`config.mk`:
```
export PLATFORM = sky130hd
export DESIGN_NAME = multi_collision_detect
export DESIGN_NICKNAME = d
export VERILOG_FILES = /design/src/rtl/multi_collision_detect.sv
export SDC_FILE = /design/constraint.sdc
export NUM_CORES = 1
export LEC_CHECK = 0
export ABC_CLOCK_PERIOD_IN_PS = 3100
export CAP_MARGIN = 5
export CORE_MARGIN = 4
export CORE_UTILIZATION = 35
export DETAILED_ROUTE_END_ITERATION = 6
export GPL_TIMING_DRIVEN = 0
export PLACE_DENSITY = 0.63
export SYNTH_ARGS = -nofsm -noshare
export SYNTH_HDL_FRONTEND = slang
export SYNTH_SLANG_ARGS = --single-unit
```
`constraint.sdc`:
```
create_clock -name clk -period 3.1 [get_ports clk]
set_input_delay 0.775 -clock clk [delete_from_list [all_inputs] [get_ports clk]]
set_output_delay 0.775 -clock clk [all_outputs]
set_load 0.01 [all_outputs]
```
`src/rtl/multi_collision_detect.sv`:
```
// Multi-sensor collision detector: per-channel 2-flop sync and assert/release debounce FSM,
// OR-reduced into a stop request with a status LED and a saturating onset counter.
module multi_collision_detect #(
  parameter int unsigned NUM_SENS        = 4,
  parameter int unsigned CNT_W           = 26,
  parameter int unsigned ASSERT_CYCLES   = 50_000,
  parameter int unsigned RELEASE_CYCLES  = 50_000,
  parameter bit          SENS_ACTIVE_LOW = 1'b1,
  parameter bit          LATCH           = 1'b0
) (
  input  logic                clk,
  input  logic                rst_n,
  input  logic [NUM_SENS-1:0] sens,
  input  logic [NUM_SENS-1:0] ch_en,
  input  logic                clear,
  output logic                col_detect,
  output logic [NUM_SENS-1:0] col_mask,
  output logic [2:0]          led,
  output logic [15:0]         col_events
);

  typedef enum logic [1:0] {
    StIdle      = 2'd0,
    StValidate  = 2'd1,
    StCollision = 2'd2
  } state_e;

  localparam logic [NUM_SENS-1:0] InactLvl   = SENS_ACTIVE_LOW ? {NUM_SENS{1'b1}} : '0;
  localparam logic [CNT_W-1:0]    AssertCnt  = CNT_W'(ASSERT_CYCLES);
  localparam logic [CNT_W-1:0]    ReleaseCnt = CNT_W'(RELEASE_CYCLES);

  logic [NUM_SENS-1:0] s1_q, s2_q, act;
  state_e              state_q [NUM_SENS];
  state_e              state_d [NUM_SENS];
  logic [CNT_W-1:0]    cnt_q   [NUM_SENS];
  logic [CNT_W-1:0]    cnt_d   [NUM_SENS];
  logic [15:0]         events_q, events_d;
  logic                onset;
  logic                any_val;

  assign act = SENS_ACTIVE_LOW ? ~s2_q : s2_q;

  always_comb begin
    onset = 1'b0;
    for (int unsigned i = 0; i < NUM_SENS; i++) begin
      state_d[i] = state_q[i];
      cnt_d[i]   = cnt_q[i];
      if (clear || !ch_en[i]) begin
        state_d[i] = StIdle;
        cnt_d[i]   = '0;
      end else begin
        case (state_q[i])
          StIdle: begin
            if (act[i]) begin
              state_d[i] = StValidate;
              cnt_d[i]   = '0;
            end
          end
          StValidate: begin
            if (!act[i]) begin
              state_d[i] = StIdle;
              cnt_d[i]   = '0;
            end else if ((cnt_q[i] + CNT_W'(1)) == AssertCnt) begin
              state_d[i] = StCollision;
              cnt_d[i]   = '0;
              onset      = 1'b1;
            end else begin
              cnt_d[i] = cnt_q[i] + CNT_W'(1);
            end
          end
          StCollision: begin
            // Latched collisions never count toward release; only clear/disable/reset exit.
            if (LATCH || act[i]) begin
              cnt_d[i] = '0;
            end else if ((cnt_q[i] + CNT_W'(1)) == ReleaseCnt) begin
              state_d[i] = StIdle;
              cnt_d[i]   = '0;
            end else begin
              cnt_d[i] = cnt_q[i] + CNT_W'(1);
            end
          end
          default: begin
            state_d[i] = StIdle;
            cnt_d[i]   = '0;
          end
        endcase
      end
    end

    events_d = events_q;
    if (clear) begin
      events_d = '0;
    end else if (onset && (events_q != 16'hFFFF)) begin
      events_d = events_q + 16'd1;
    end
  end

  always_ff @(posedge clk or negedge rst_n) begin
    if (!rst_n) begin
      s1_q     <= InactLvl;
      s2_q     <= InactLvl;
      events_q <= '0;
      for (int unsigned i = 0; i < NUM_SENS; i++) begin
        state_q[i] <= StIdle;
        cnt_q[i]   <= '0;
      end
    end else begin
      s1_q     <= sens;
      s2_q     <= s1_q;
      events_q <= events_d;
      for (int unsigned i = 0; i < NUM_SENS; i++) begin
        state_q[i] <= state_d[i];
        cnt_q[i]   <= cnt_d[i];
      end
    end
  end

  always_comb begin
    col_mask = '0;
    any_val  = 1'b0;
    for (int unsigned i = 0; i < NUM_SENS; i++) begin
      col_mask[i] = (state_q[i] == StCollision);
      if (state_q[i] == StValidate) any_val = 1'b1;
    end
    if (|col_mask) begin
      led = 3'b100;
    end else if (any_val) begin
      led = 3'b010;
    end else begin
      led = 3'b001;
    end
  end

  assign col_detect = |col_mask;
  assign col_events = events_q;

endmodule
```
==> results of run 1 <==
-- sequential cells by signal, summed over array words and instances (netlist names) --
name        flops
state_q         8
s2_q            4
s1_q            4
cnt_q         104
col_events     16
-- cell type report --
cell class | count | share of cell area
multi-input combinational | 934 | 0.522
inverter | 25 | 0.00755
tap | 341 | 0.0343
buffer | 71 | 0.0363
timing repair buffer | 105 | 0.0756
clock buffer | 19 | 0.0356
clock inverter | 13 | 0.0118
sequential | 136 | 0.276
-- repair_timing --
item,in CTS,in global routing
gates cloned,1,1
pin swaps,41,27
gates resized for setup,102,106
setup buffers,38,32
setup endpoints to repair,79,73
hold endpoints to repair,0,0
-- power by group through the flow --
| stage | Sequential (mW) | Combinational (mW) | Clock, mW |
|---|---|---|---|
| after floorplan | 1.83 | 0.0702 | 0 |
| after global placement | 1.83 | 0.154 | 0 |
| after detailed placement | 1.83 | 0.160 | 0 |
| after CTS | 1.80 | 0.161 | 2.12 |
| after global routing | 1.79 | 0.183 | 2.21 |
| final | 1.80 | 0.160 | 2.09 |
-- cell families after synthesis --
logic type	after synthesis	synth area share
compound gates	340	0.225
xor+xnor	23	0.0210
buf+inv	116	0.0483
fa+ha+maj	20	0.0261
simple gates	537	0.308
mux	14	0.0157
flops	136	0.356
-- per-layer routing --
metal  vias to the layer above  share of wire  track usage
li1                       4643              -            -
met1                      4816           0.45        0.256
met2                       348           0.47        0.290
met3                        58          0.059       0.0290
met4                         0          0.023       0.0572
met5                         -              0            0
-- Yosys cell counts (8+ instances only) --
| cell type | instances |
|---|---|
| buf_2 | 12 |
| or4_1 | 11 |
| a31oi_1 | 18 |
| and4_1 | 15 |
| o41ai_1 | 17 |
| ha_1 | 20 |
| xnor2_1 | 12 |
| o21ai_0 | 144 |
| nand3_1 | 67 |
| dfstp_2 | 8 |
| xor2_1 | 11 |
| or3_1 | 18 |
| inv_1 | 25 |
| and3_1 | 25 |
| and2_1 | 14 |
| nor4_1 | 28 |
| a21oi_1 | 51 |
| nor2b_1 | 28 |
| o31ai_1 | 47 |
| nand4_1 | 44 |
| dfrtp_1 | 128 |
| nand2_1 | 148 |
| nor2_1 | 55 |
| clkbuf_1 | 74 |
| nand2b_1 | 11 |
| nor3_1 | 32 |
-- worst min path at each step --
stage	from	to	slack (ns)	depth (start not counted)
global placement	s1_q[3]$_DFF_PN1_	s2_q[3]$_DFF_PN1_	0.35	0
detailed placement	s1_q[1]$_DFF_PN1_	s2_q[1]$_DFF_PN1_	0.35	0
floorplan	s1_q[0]$_DFF_PN1_	s2_q[0]$_DFF_PN1_	0.35	0
global route	s1_q[1]$_DFF_PN1_	s2_q[1]$_DFF_PN1_	0.36	0
finish	s1_q[3]$_DFF_PN1_	s2_q[3]$_DFF_PN1_	0.36	0
CTS	s1_q[2]$_DFF_PN1_	s2_q[2]$_DFF_PN1_	0.36	0
-- stage by stage --
step	utilization	cells
global route	0.461	1644
detailed placement	0.391	1561
global placement	0.390	1560
floorplan	-	1186
CTS	0.440	1625
finish	0.461	1644
==> summary.md, run 1 <==
| Metric | Value |
|---|---|
| Drt pass-1 iters | 7 |
| Cell family with most CP delay | simple AND/OR/NAND/NOR gates |
| Register bit total from synthesis | around 140 |
| Required time of the worst setup path | about 3.4 ns |
| Worst R2R End | col_events[7]$_DFFE_PN0P_ |
| CORE AREA | about 27000 µm² |
| Leakage | between 4 and 5 nW |
| CP Depth | 11 |
| Most frequent cells in the layout | 146 x nand2_1, 138 x o21ai_0, 111 x dfrtp_1 |
| Worst setup margin | -0.284 ns |
| NetSw | 0.990 mW |
| First-pass GRT wire length | about 47 mm |
| Hold-fix buffers, CTS | 0 |
| Largest net degree at the start of global routing | between 70 and 80 |
| Initial antenna violation count | 0 |
| Synthesized cell area | 9590 µm² |
| Drt total wl | between 20 and 30 mm |
| Worst-case vdd ir drop | 0.000374 V |
| Clock network power share | 0.516 |
| Min Hold Slack | 0.357 ns |
| PortBufs | 33 |
| Crit-path cells | buf_6 > nand3_1 > or4_4 > a211oi_2 > a211oi_2 > or4_4 > nor4_4 > a2111oi_4 > buf_6 > nor4b_4 > mux2_4 |
| Asr flop ratio synth | 1.00 |
| Clock buffer depth | 2 |
| Slowest stage delay, CP | between 0.5 and 0.6 ns |
| Worst Setup End Kind | flop |
| Critical path origin | cnt_q[32]$_DFFE_PN0P_ |
| Grt total ovfl | 0 |
| Clock root buffer | clkbuf_16 |
| Syn_nets | approximately 1200 |
| Clock-pin transition on the worst setup and hold timing paths | about 0.060 ns |
| Footprint of the multi-input gates | around 6500 µm² |
| Std cell rows | 60 |
| Number of global-route vias before repair | approximately 9000 |
| # H-tree levels | 4 |
| Die area | between 30000 and 40000 µm² |
| Maxcap violations | 0 |
| Startpoint Class | flop |
| Detailed-route wire length per cell | 17.4 µm |
| Vias | ~10000 |
| Skew final | ~0.012 ns |
| Cell Area, Placed | between 10000 and 15000 µm² |
| Fin crit share | 1.09 |
| Setup TNS | -3.53 ns |
| Die H | roughly 170 µm |
| Worst reg-to-reg setup slack | -0.28 ns |
| Post-synthesis cell type count | 79 |
| Failing checks | setup timing |
| DP Wirelength | 18.4 mm |
| Final hold violation count | 0 |
| Hold WC Path Type | flop to flop |
| Sequential fraction of design power | 0.444 |
| PwrDens | approximately 330 nW/µm² |
| Syn_area_per_cell | between 8 and 9 µm² |
| Post-synth EDFFs | 0 |
| Worst slack, placed | -0.876 ns |
| IO Pins | 35 |
| Fin crit period | between 3 and 4 ns |
| Commonest non-fill, non-tap cell in the layout | nand2_1 |
| Reg area | 3430 µm² |
| Die W | between 150 and 200 µm |
| Crit path arrival time | around 3.7 ns |
| Top cells by area, synth | dfrtp_1 33%, o21ai_0 7.5%, nand2_1 5.8% |
| Starting Density | 0.356 |
| Worst-path maximum fanout | 7 |
| Gpl congestion | just under 0.9 |
| Slew Viols, Final | 0 |
| Combinational Power Share | 0.040 |
| Sw Ratio | 0.245 |
| FF-to-FF Start | cnt_q[32]$_DFFE_PN0P_ |
| Vias per std cell | about 6.0 |
| R2R depth | 11 |
| Synth Flop Type | dfrtp_1 |
| Post-route ant nets | 0 |
| Synth top area share | 0.334 |
| Worst-Margin Slew | 0.773 ns |
| DRT iter0 DRCs | between 900 and 1000 |
| Layout cells sized above 1 | 0.216 |
| RSZ-0062 raised after global routing | true |
| Crit-path slowest cell | or4_4 |
| Gr usage total | 0.182 |
| Pwr Total | between 4 and 5 mW |
| Int Pwr | 3.05 mW |
| Synthesized instance count | ~1200 |
| Largest area contributor in the netlist | dfrtp_1 |
| Ant diodes | 0 |
| CTS tree | done |
| Critical path type | flop to flop |
| FILL cells | roughly 2600 |
| Final setup fails | 17 |
| Sequential share of the synthesized area | 0.356 |
| Max Clock Freq | between 0.2 and 0.3 GHz |
| Slew HR | 0.485 |
| DRC violations left | 0 |
| Critical path buffer and inverter count | 2 |
| Clock sinks | 136 |
| NumNets Final | 1321 |
| Worst skew pair latency | about 0.44 ns |
| Outcome | complete, but fails checks |
| CP Capture Point | col_events[7]$_DFFE_PN0P_ |
| Layout area overhead | 29.6% |
| Synth warn | 0 |
| Fin area | approximately 12000 µm² |
| Total CTS buffers | 17 |
Power figures use the tool's default switching activity.
==> inputs of run 2 (changes only) <==
--- a/config.mk
+++ b/config.mk
@@ -14,2 +14,3 @@
 export PLACE_DENSITY = 0.63
+export REMOVE_ABC_BUFFERS = 1
 export SYNTH_ARGS = -nofsm -noshare
==> constraint.sdc (replaced) <==
create_clock -name clk -period 3.1 [get_ports clk]
set_input_delay 0.62 -clock clk [delete_from_list [all_inputs] [get_ports clk]]
set_output_delay 0.62 -clock clk [all_outputs]
set_load 0.01 [all_outputs]
==> run 2 against run 1 <==
  * The flow still finishes with violations (setup timing)
  * Global-route usage fell by 1.1 points
  * Final cell count fell by 2.1%
  * Via count fell by 2.2%
  * Clock skew fell by 0.0032 ns
  * Cell area fell by 1.0%
  * Largest cell class unchanged
  * Maximum frequency rose by 1.3%
  * Non-clock buffer count fell by 37
  * Critical path depth rose by 1
  * Worst setup slack improved by 0.043 ns
  * Register-to-register slack improved by 0.04 ns
  * Die area did not move
==> summary.md, run 2 (synthesized netlist as in run 1, its figures left out) <==
| Metric | Value |
|---|---|
| Outcome | complete, but fails checks |
| Failing checks | setup timing |
| Most frequent cells in the layout | 147 x nand2_1, 141 x o21ai_0, 94 x dfrtp_1, 94 x buf_4, 58 x nand3_1 |
| Drt total wl | 27.3 mm (-4.8%) |
| CORE AREA | 27000 µm² (unchanged) |
| Skew final | 0.00912 ns (-0.00322 ns) |
| Slew HR | 0.104 (-0.381) |
| Std cell rows | 60 (unchanged) |
| Sequential fraction of design power | 0.451 (+0.007) |
| PortBufs | 34 (+3.0%) |
| Fin crit period | 3.34 ns (-0.0432 ns) |
| Crit path arrival time | 3.68 ns (-0.02 ns) |
| Footprint of the multi-input gates | 6530 µm² (+0.50%) |
| PwrDens | 323 nW/µm² (-0.52%) |
| Required time of the worst setup path | 3.44 ns (+0.02 ns) |
| Worst-path maximum fanout | 7 (unchanged) |
| Number of global-route vias before repair | 8864 (-1.7%) |
| Largest Register | cnt_q |
| Die area | 30100 µm² (unchanged) |
| Post-Layout Cell Count | 1610 (-2.1%) |
| Layout cells sized above 1 | 0.223 (+0.00659) |
| Drt pass-1 iters | 7 (unchanged) |
| Max reg flops | 104 (unchanged) |
| NumNets Final | 1288 (-2.5%) |
| Min Hold Slack | 0.108 ns (-0.249 ns) |
| Critical path type | flop to flop |
| Slew Viols, Final | 0 (unchanged) |
| Clock sinks | 136 (unchanged) |
| Int Pwr | 3.08 mW (+0.88%) |
| Commonest non-fill, non-tap cell in the layout | nand2_1 |
| Gpl congestion | 0.858 (-3.6%) |
| Setup TNS | -3.23 ns (+0.303 ns) |
| Final setup fails | 31 (+14) |
| Worst-Margin Slew | 1.34 ns (+0.570 ns) |
| Gr usage total | 0.172 (-0.0107) |
| Die H | 174 µm (unchanged) |
| Pwr Total | 3.98 mW (-1.5%) |
| Ant diodes | 0 (unchanged) |
| Layout area overhead | 28.3% |
| IO Pins | 35 (unchanged) |
| # H-tree levels | 4 (unchanged) |
| Startpoint Class | flop |
| Worst-case vdd ir drop | 0.000366 V (-2.1%) |
| Dpl cells | 1472 (-5.7%) |
| Worst skew pair latency | 0.42 ns (-0.02 ns) |
| Max Clock Freq | 0.299 GHz (+1.3%) |
| Vias per std cell | 5.99 (-0.11%) |
| Fin crit share | 1.08 (-0.0139) |
| Combinational Power Share | 0.038 (-0.002) |
| Post-route ant nets | 0 (unchanged) |
| Final hold violation count | 0 (unchanged) |
| Maxcap violations | 0 (unchanged) |
| Die W | 174 µm (unchanged) |
| Reg area | 3460 µm² (+0.62%) |
| DRT iter0 DRCs | 800 (-13%) |
| Grt total ovfl | 0 (unchanged) |
| CTS tree | done |
| Worst setup margin | -0.241 ns (+0.0432 ns) |
| Hold WC Path Type | primary input to async pin |
| Clock network power share | 0.511 (-0.005) |
| Starting Density | 0.356 (unchanged) |
| Largest net degree at the start of global routing | 98 (+26%) |
| Clock root buffer | clkbuf_16 |
| Clock-pin transition on the worst setup and hold timing paths | 0.06 ns (about the same) |
| Detailed-route wire length per cell | 17.0 µm (-2.8%) |
| First-pass GRT wire length | 44.4 mm (-4.5%) |
| Worst Setup End Kind | flop |
| RSZ-0062 raised after global routing | true |
| Sw Ratio | 0.227 (-0.0185) |
| Initial antenna violation count | 0 (unchanged) |
| Leakage | 4.66 nW (-1.1%) |
| NetSw | 0.901 mW (-9.0%) |
| Total CTS buffers | 17 (unchanged) |
| Clock buffer depth | 2 (unchanged) |
| FILL cells | 2493 (-4.2%) |
| DP Wirelength | 16.2 mm (-12%) |
| Vias | 9650 (-2.2%) |
| DRC violations left | 0 (unchanged) |
[run 2: power groups by stage]
stage	clock network, mW	registers, mW	logic (mW)
6_report	2.03	1.80	0.151
2_1_floorplan	0	1.83	0.0610
3_5_place_dp	0	1.83	0.151
5_1_grt	2.15	1.80	0.172
3_3_place_gp	0	1.83	0.145
4_1_cts	2.06	1.80	0.151
[run 2: metrics by stage]
stage / cell area [µm²] / util / setup WS [ns]
finish: 12300 / 0.456 / -0.241
floorplan: 9220 / - / -0.774
CTS: 11700 / 0.435 / -0.192
detailed placement: 10000 / 0.372 / -1.61
global route: 12300 / 0.456 / -0.385
global placement: 9990 / 0.371 / -4.32
[run 2: cell type report]
type | count | share of cell area
clock buffers | 23 | 0.0389
clock inverters | 8 | 0.00783
inverters | 25 | 0.00763
multi-input cells | 938 | 0.530
flip-flops and latches | 136 | 0.281
well taps | 341 | 0.0347
repair buffers | 139 | 0.0996
[run 2: what timing repair did]
action	4_1_cts	5_1_grt
endpoints found under the setup margin	94	68
resized for setup	111	59
hold buffers	0	0
gates cloned	3	1
setup buffers	71	33
hold endpoints to repair	0	0
pin swaps	53	26
[run 2: worst paths after layout]
| kind | from | endpoint | slack [ns] | cells past startpoint |
|---|---|---|---|---|
| setup / recovery | cnt_q[1]$_DFFE_PN0P_ | col_events[6]$_DFFE_PN0P_ | -0.24 | 12 |
| hold reg to reg | s1_q[3]$_DFF_PN1_ | s2_q[3]$_DFF_PN1_ | 0.35 | 0 |
| setup reg to reg | cnt_q[1]$_DFFE_PN0P_ | col_events[6]$_DFFE_PN0P_ | -0.24 | 12 |
| hold / removal | rst_n | cnt_q[58]$_DFFE_PN0P_ | 0.11 | 1 |
| max in group asynchronous | rst_n | cnt_q[1]$_DFFE_PN0P_ | 2.08 | 2 |
| min in group clk | s1_q[3]$_DFF_PN1_ | s2_q[3]$_DFF_PN1_ | 0.35 | 0 |
[run 2: per-layer routing]
layer	share of wire	routed length [µm]	vias up	global-route usage
met5	0	0	-	0
met4	0.022	597	0	0.0522
li1	-	-	4613	-
met1	0.45	12400	4710	0.235
met3	0.050	1360	54	0.0340
met2	0.47	12900	273	0.275
[run 2: critical path, cell delays in order (launching register included)]
cell and delay [ns]:
dfrtp_2 0.42, ha_4 0.18, nand3_4 0.12, or3_4 0.41
a221oi_4 0.29, nand4_1 0.19, a2111oi_4 0.45, and3_4 0.28
buf_6 0.13, a2111oi_4 0.05, buf_4 0.19, or4_1 0.40
a21oi_1 0.13
==> inputs of run 3 (changes only) <==
CORE_ASPECT_RATIO = 1.75   (was default)
==> run 3 against run 2 <==
  * The run still ends with setup timing left
  * Via count up 3.7%
  * Critical path type unchanged
  * Sequential share of layout area down 0.63 points
  * Clock power up 7%
  * Clock skew up 0.0022 ns
  * Power up 3.5%
  * Cell area up 3.2%
  * Largest cell class unchanged
  * Die area up 0.35%
  * Clock-buffer cell count down 6
  * First-iteration DRC count down 19%
==> summary.md, run 3 (synthesized netlist as in run 1, its figures left out) <==
| Metric | Value |
|---|---|
| Outcome | complete, but fails checks |
| Failing checks | setup timing |
| Vias | 10000 (+3.7%) |
| Setup TNS | -2.34 ns (+0.891 ns) |
| Initial antenna violation count | 0 (unchanged) |
| Required time of the worst setup path | 3.47 ns (+0.03 ns) |
| Drt total wl | 29.8 mm (+9.3%) |
| Largest net degree at the start of global routing | 71 (-28%) |
| Largest Register | cnt_q |
| Die area | 30200 µm² (+0.35%) |
| Skew final | 0.0114 ns (+0.00225 ns) |
| Max reg flops | 104 (unchanged) |
| PortBufs | 34 (unchanged) |
| Gr usage total | 0.188 (+0.0158) |
| Die W | 133 µm (-23%) |
| Fin crit share | 1.06 (-0.0130) |
| Vias per std cell | 6.00 (about the same) |
| Total CTS buffers | 17 (unchanged) |
| Most frequent cells in the layout | 145 x nand2_1, 129 x o21ai_0, 127 x buf_4 |
| Worst skew pair latency | 0.45 ns (+0.03 ns) |
| PwrDens | 325 nW/µm² (+0.33%) |
| NumNets Final | 1322 (+2.6%) |
| DRT iter0 DRCs | 650 (-19%) |
| Slew HR | 0.323 (+0.219) |
| Critical path origin | cnt_q[63]$_DFFE_PN0P_ |
| Starting Density | 0.358 (+0.00218) |
| Hold WC Path Type | primary input to async pin |
| Reg area | 3490 µm² (+0.87%) |
| Hold-fix buffers, CTS | 0 (unchanged) |
| Maxcap violations | 0 (unchanged) |
| Cell Area, Placed | 10100 µm² (+0.29%) |
| Dpl cells | 1495 (+1.6%) |
| Layout cells sized above 1 | 0.277 (+0.0538) |
| Worst-Margin Slew | 1.01 ns (-0.331 ns) |
| Critical path type | flop to flop |
| Die H | 227 µm (+31%) |
| Layout area overhead | 32.4% |
| FILL cells | 2449 (-1.8%) |
| Grt total ovfl | 0 (unchanged) |
| Clock sinks | 136 (unchanged) |
| Crit path arrival time | 3.67 ns (about the same) |
| Worst-path maximum fanout | 7 (unchanged) |
| Min Hold Slack | 0.168 ns (+0.0600 ns) |
| Commonest non-fill, non-tap cell in the layout | nand2_1 |
| FF-to-FF Start | cnt_q[63]$_DFFE_PN0P_ |
| DP Wirelength | 17.9 mm (+11%) |
| First-pass GRT wire length | 46.5 mm (+4.8%) |
| DRC violations left | 0 (unchanged) |
| Worst slack, placed | -1.82 ns (-0.205 ns) |
| Worst-case vdd ir drop | 0.000435 V (+19%) |
| Worst Setup End Kind | flop |
| Startpoint Class | flop |
| RSZ-0062 raised after global routing | true |
| Footprint of the multi-input gates | 6570 µm² (+0.73%) |
| Fin area | 12700 µm² (+3.2%) |
| Std cell rows | 79 (+32%) |
| Number of global-route vias before repair | 9375 (+5.8%) |
| Worst setup margin | -0.200 ns (+0.0404 ns) |
| CTS tree | done |
| Core Util, Final | 0.474 (+0.0174) |
| Ant diodes | 0 (unchanged) |
| Post-Layout Cell Count | 1668 (+3.6%) |
| # H-tree levels | 4 (unchanged) |
| Detailed-route wire length per cell | 17.9 µm (+5.5%) |
| Clock root buffer | clkbuf_16 |
| Final setup fails | 16 (-48%) |
| Fin crit period | 3.30 ns (-0.0404 ns) |
| Max Clock Freq | 0.303 GHz (+1.2%) |
| Pwr Total | 4.12 mW (+3.5%) |
| IO Pins | 35 (unchanged) |
| Clock buffer depth | 2 (unchanged) |
| Drt pass-1 iters | 6 (-1) |
| Clock-pin transition on the worst setup and hold timing paths | 0.07 ns (about the same) |
| CORE AREA | 26800 µm² (-0.61%) |
| Gpl congestion | 0.870 (+1.3%) |
| Post-route ant nets | 0 (unchanged) |
| Final hold violation count | 0 (unchanged) |
| Leakage | 4.82 nW (+3.5%) |
| Slew Viols, Final | 0 (unchanged) |
==> run 3: area by class of cell <==
cell class                      instances  share of cell area
Clock buffer                           17              0.0335
Clock inverter                         15              0.0150
Inverter                               25             0.00739
Multi-Input combinational cell        939               0.518
Sequential cell                       136               0.275
Tap cell                              364              0.0359
Timing Repair Buffer                  172               0.116
==> run 3: report_power, final <==
group          leakage (nW)  switching (mW)  internal [mW]
logic                  2.75           0.104         0.0475
registers              1.77         0.00947           1.79
clock network         0.293           0.890           1.28
==> run 3: worst paths after layout <==
kind | depth (start not counted) | slack, ns | to
setup / recovery | 12 | -0.20 | col_events[15]$_DFFE_PN0P_
hold / removal | 1 | 0.17 | cnt_q[55]$_DFFE_PN0P_
setup reg to reg | 12 | -0.20 | col_events[15]$_DFFE_PN0P_
hold reg to reg | 0 | 0.36 | s2_q[1]$_DFF_PN1_
max in group asynchronous | 2 | 2.10 | s2_q[0]$_DFF_PN1_
min in group clk | 0 | 0.36 | s2_q[1]$_DFF_PN1_
==> run 3: per-layer routing <==
layer / GRT usage / wire [µm] / up-vias
met5: 0 / 0 / -
met4: 0.113 / 1450 / 0
met3: 0.0325 / 1320 / 114
met2: 0.344 / 15700 / 366
met1: 0.200 / 11400 / 4855
li1: - / - / 4671
==> run 3: what timing repair did <==
action | CTS | global route
resized for setup | 130 | 98
setup buffers | 87 | 51
pin swaps | 55 | 42
cloned | 2 | 3
setup endpoints to repair | 102 | 65
==> run 3: worst max-delay path: stages (launching register included) <==
cell	delay, ns
dfrtp_1	0.37
nand4_1	0.15
or3_4	0.42
or4_4	0.44
a2111oi_4	0.42
o2111ai_4	0.21
nor2_4	0.26
buf_12	0.15
a2111oi_4	0.07
buf_6	0.17
buf_6	0.11
or3_1	0.32
a21oi_2	0.13
